==> config.mk <==
export PLATFORM = sky130hd
export DESIGN_NAME = psum_drain
export DESIGN_NICKNAME = d
export VERILOG_FILES = /design/src/rtl/psum_drain.sv
export SDC_FILE = /design/constraint.sdc
export NUM_CORES = 1
export LEC_CHECK = 0
export CAP_MARGIN = 20
export CORE_ASPECT_RATIO = 0.6
export CORE_UTILIZATION = 45
export DETAILED_ROUTE_END_ITERATION = 10
export PLACE_DENSITY = 0.63
export SLEW_MARGIN = 0
export SYNTH_ARGS = -nofsm -noshare
export SYNTH_HDL_FRONTEND = slang
export SYNTH_SLANG_ARGS = --single-unit
==> constraint.sdc <==
create_clock -name clk -period 12.7 [get_ports clk]
set_clock_uncertainty 0.2 [all_clocks]
set_input_delay 2.54 -clock clk [delete_from_list [all_inputs] [get_ports clk]]
set_output_delay 2.54 -clock clk [all_outputs]
set_load 0.01 [all_outputs]
==> src/rtl/psum_drain.sv <==
// psum_drain: captures completed PE output rows into a row FIFO and
// serializes them one word per beat onto a valid/ready stream.
// Optional build macro: PSUM_DRAIN_RELU_EN (zeroes words whose sign bit is set
// at the output mux only; FIFO contents are never altered).
//
// state | meaning
// IDLE  | no row in the output register, waiting for the FIFO to hold a row
// SEND  | output register holds a row, presenting word m_index on the stream
module psum_drain #(
  parameter int WORDWIDTH = 32,
  parameter int NUM1      = 14,
  parameter int NUM2      = 5,
  parameter int DEPTH     = 4,
  localparam int OUT_NUM  = NUM1 + 1 - NUM2,
  localparam int IW       = $clog2(OUT_NUM),
  localparam int LW       = $clog2(DEPTH) + 1
) (
  input  logic                         clk,
  input  logic                         rst,
  input  logic [WORDWIDTH*OUT_NUM-1:0] result_in,
  input  logic                         sum_enable,
  input  logic                         clear,
  output logic [WORDWIDTH-1:0]         m_data,
  output logic                         m_valid,
  input  logic                         m_ready,
  output logic [IW-1:0]                m_index,
  output logic                         m_last,
  output logic [LW-1:0]                level,
  output logic                         overflow
);

  localparam int ROWW = WORDWIDTH * OUT_NUM;
  localparam int PW   = $clog2(DEPTH);

  typedef enum logic {IDLE, SEND} state_t;

  state_t            state, state_nxt;
  logic [ROWW-1:0]   mem [DEPTH];
  logic [PW-1:0]     wr_ptr, rd_ptr;
  logic [LW-1:0]     level_q;
  logic [ROWW-1:0]   row_q;
  logic [IW-1:0]     idx_q;
  logic              overflow_q;
  logic              have_row, last_beat, beat, pop, push, drop;
  logic [WORDWIDTH-1:0] word;

  assign have_row  = (level_q != '0);
  assign last_beat = (idx_q == IW'(OUT_NUM - 1));
  assign beat      = (state == SEND) && m_ready;

  // Next-state and pop decision; clear overrides everything and never pops.
  always_comb begin
    state_nxt = state;
    pop       = 1'b0;
    case (state)
      IDLE: begin
        if (have_row) begin
          pop       = 1'b1;
          state_nxt = SEND;
        end
      end
      SEND: begin
        if (beat && last_beat) begin
          if (have_row) pop = 1'b1;
          else          state_nxt = IDLE;
        end
      end
      default: state_nxt = IDLE;
    endcase
    if (clear) begin
      pop       = 1'b0;
      state_nxt = IDLE;
    end
  end

  // A full FIFO still accepts a row when the head leaves in the same cycle.
  assign push = sum_enable && !clear && ((level_q != LW'(DEPTH)) || pop);
  assign drop = sum_enable && !clear && (level_q == LW'(DEPTH)) && !pop;

  // FSM state register.
  always_ff @(posedge clk or posedge rst) begin
    if (rst) state <= IDLE;
    else     state <= state_nxt;
  end

  // Row storage; no reset needed since occupancy is tracked by the pointers.
  always_ff @(posedge clk) begin
    if (push) mem[wr_ptr] <= result_in;
  end

  // FIFO pointers and occupancy; pointers wrap naturally at DEPTH.
  always_ff @(posedge clk or posedge rst) begin
    if (rst) begin
      wr_ptr  <= '0;
      rd_ptr  <= '0;
      level_q <= '0;
    end else if (clear) begin
      wr_ptr  <= '0;
      rd_ptr  <= '0;
      level_q <= '0;
    end else begin
      if (push) wr_ptr <= wr_ptr + 1'b1;
      if (pop)  rd_ptr <= rd_ptr + 1'b1;
      case ({push, pop})
        2'b10:   level_q <= level_q + 1'b1;
        2'b01:   level_q <= level_q - 1'b1;
        default: level_q <= level_q;
      endcase
    end
  end

  // Output row register and word index.
  always_ff @(posedge clk or posedge rst) begin
    if (rst) begin
      row_q <= '0;
      idx_q <= '0;
    end else if (clear) begin
      idx_q <= '0;
    end else if (pop) begin
      row_q <= mem[rd_ptr];
      idx_q <= '0;
    end else if (beat && !last_beat) begin
      idx_q <= idx_q + 1'b1;
    end
  end

  // Sticky drop flag, cleared only by reset or clear.
  always_ff @(posedge clk or posedge rst) begin
    if (rst)       overflow_q <= 1'b0;
    else if (clear) overflow_q <= 1'b0;
    else if (drop)  overflow_q <= 1'b1;
  end

  assign word = row_q[WORDWIDTH*idx_q +: WORDWIDTH];

`ifdef PSUM_DRAIN_RELU_EN
  assign m_data = word[WORDWIDTH-1] ? '0 : word;
`else
  assign m_data = word;
`endif

  assign m_valid  = (state == SEND);
  assign m_last   = m_valid && last_beat;
  assign m_index  = idx_q;
  assign level    = level_q;
  assign overflow = overflow_q;

endmodule

==> run summary <==
FF+latch count, synth: 1613
Worst Tran Pin Value: 1.150 ns
PnR worst setup slack: 5.314 ns
Post-Place Worst Slack: 5.407 ns
Switching part of the total power: 27.27%
WS Path Type: register to output pin
Synthesized cell area: 0.06127 mm^2
Final Non-Filler Cells: 5064
Vias in the first global route: 30119
Final Slew Violations: 0
Gate power share: 22.2%
Post-synthesis net count: 3040
Post-CTS Setup Bufs: 0
Pwr per Cell Area: 202.4 mW/mm^2
Die X: 478.4 um
Setup TNS: 0 ns
CTS root buffer: clkbuf_16
Io pins: 367
Setup violations, final: 0
Total die area: 0.1377 mm^2
Ys flop type: edfxtp_1
Area grow syn2layout: 17.24%
Routed WL per cell: 28.99 um
Post-synth top area share: 62.73%
Crit start category: register
Nets: 3451
Cell with the most instances after synthesis: edfxtp_1
Critical Path Start: m_index[0]$_DFFE_PP0P_
Area leader, netlist: edfxtp_1
R2r endpoint: mem[0][40]$_DFFE_PP_
Ys async rst share: 20.64%
Highest clock rate: 0.1354 GHz
Router iterations before antenna repair: 10
DRC Markers: 21
Chip height: 287.8 um
Hold Buf Count CTS: 0
Antenna violations before repair: 53
Post-Route M1 WL: 60750 um
Lkg Pwr: 23.37 nW
CP Capture Type: output pin
Internal Pwr Total: 10.57 mW
Routed length on met2: 70950 um
Routability congestion estimate: 0.8016
Total wire length: 146800 um
Dominant cells by area after synthesis: edfxtp_1 63%, mux4_2 14%, dfrtp_1 14%
Clk pin slew, worst setup/hold paths: 0.06 ns
Vias: 28699
First-pass GRT wire length: 212400 um
GRT Overall Usage: 21.56%
Largest net degree at the start of global routing: 162
DRT iter0 DRCs: 2300
Post-synth EDFFs: 1280
Max-cap violations: 0
Failing checks: design-rule violations
Met3 Wirelength: 11460 um
Clock share of power: 30.4%
CTS tree: built
RSZ-0062 raised after global routing: no
Starting Density: 45.54%
Max Used Layer: met5
Worst R2R Setup Slack: 6.63 ns
Worst skew pair latency: 0.77 ns
CP Data Required Time: 9.96 ns
Sequential area share after synthesis: 76.33%
Register share of total power: 47.4%
Top cells by count, synth: 1280 x edfxtp_1, 384 x mux4_2, 333 x dfrtp_1
Core footprint: 0.1345 mm^2
# H-tree levels: 4
TritonCTS buffer count: 146
P_sw: 3.965 mW
Endpoints failing hold: 0
Post-CTS Resized: 0
Worst hold slack: 0.2844 ns
Reg2Reg Depth: 8
Final core occ: 53.39%
Worst Min Path Start: row_q[29]$_DFFE_PP0P_
Post-layout min period: 7.386 ns
Worst EP arrival: 4.65 ns
DP HPWL: 92210 um
Final period util: 58.16%
Num Clock Sinks: 1613
FP Rows: 104
Remaining antenna violation count: 0
Outcome: complete, but fails checks
Syn avg cell area: 22.63 um^2
Placed Cells: 4771
Max-Slew Margin vs Limit: 23.30%
HP Class: register to register
GRT overflow: 0
Max Root-Sink Buffers: 3
CP endpoint: m_data[22]
Number of synthesis warnings: 0
Post-DR vias/cell: 5.667
Layout cells sized above 1: 27.41%
Worst flop-to-flop path startpoint: m_index[0]$_DFFE_PP0P_
Max FO, Critical Path: 32
Port bufs: 366
Cell count after synthesis: 2708
Cell variety after synth: 46
Peak supply drop: 0.1331 mV
worst min path at each step:
stage	end	slack [ns]	cells after the start
floorplan	row_q[211]$_DFFE_PP0P_	0.25	1
detailed placement	row_q[12]$_DFFE_PP0P_	0.27	1
CTS	row_q[189]$_DFFE_PP0P_	0.29	1
global route	row_q[307]$_DFFE_PP0P_	0.31	1
finish	row_q[29]$_DFFE_PP0P_	0.28	1
global placement	row_q[229]$_DFFE_PP0P_	0.26	1
power by group through the flow:
stage	registers, mW	logic, mW	clock network [mW]
floorplan	6.79	2.23	0
global placement	6.97	3.21	0
detailed placement	6.99	3.26	0
CTS	6.89	3.28	4.51
global route	6.97	3.44	4.70
finish	6.89	3.22	4.42
cells in the final DEF, fill, tap and decap left out, drive strengths merged, types with 2 or more instances in the layout:
master | netlist | final
edfxtp | 1280 | 1280
mux4 | 384 | 384
clkdlybuf4s50 | 0 | 366
dfrtp | 333 | 333
mux2 | 320 | 320
clkbuf | 72 | 210
clkinv | 0 | 48
nor2 | 45 | 45
buf | 75 | 44
a21oi | 37 | 37
mux2i | 35 | 35
nand3 | 34 | 34
o21ai | 34 | 34
diode | 0 | 19
inv | 11 | 18
ha | 6 | 6
bufinv | 0 | 6
and2 | 6 | 6
xnor2 | 5 | 5
a211oi | 4 | 4
nor3 | 4 | 4
nand2 | 2 | 2
nand4 | 2 | 2
a2111oi | 2 | 2
routing by layer:
metal | global-route usage [%] | vias to the layer above
met5 | 0 | -
met4 | 5.992 | 32
met3 | 5.631 | 230
met2 | 34.28 | 915
met1 | 29.64 | 15510
li1 | - | 12012
critical path, cell delays in order, from the launching register on:
cell	delay, ns
dfrtp_4	0.74
buf_4	0.49
buf_4	0.68
mux4_2	0.70
a21oi_1	0.37
o21ai_0	0.27
clkdlybuf4s50_1	0.59
final cells by class:
cell class	instances	area, um^2
clock inverters	62	643.1
flip-flops and latches	1613	46790
clock buffers	210	4208
well taps	1802	2255
multi-input cells	937	13720
repair buffers	410	4121
inverters	11	50.05
fillers	10240	62710
diodes	19	47.55
sequential cells by signal, indices dropped and copies added (netlist names):
register and count:
level 3, m_index 4, m_valid 1, mem 1280
overflow 1, rd_ptr 2, row_q 320, wr_ptr 2
stage by stage:
| stage | cell area, um^2 | total power [mW] |
|---|---|---|
| 6_report | 71840 | 14.54 |
| 5_1_grt | 71810 | 15.11 |
| 4_1_cts | 71740 | 14.68 |
| 3_5_place_dp | 66890 | 10.25 |
| 3_3_place_gp | 66860 | 10.18 |
| 2_1_floorplan | 61270 | 9.017 |
cell families after synthesis:
group | count (synthesis) | share of synthesized area [%]
and+or+nand+nor | 98 | 0.7740
xor gates and xnor gates | 6 | 0.08577
adders and majority gates | 7 | 0.1552
buffers and inverters | 158 | 1.284
muxes | 739 | 20.57
DFF | 1613 | 76.33
AOI/OAI and AO/OA | 87 | 0.8005
Power figures use the tool's default switching activity.
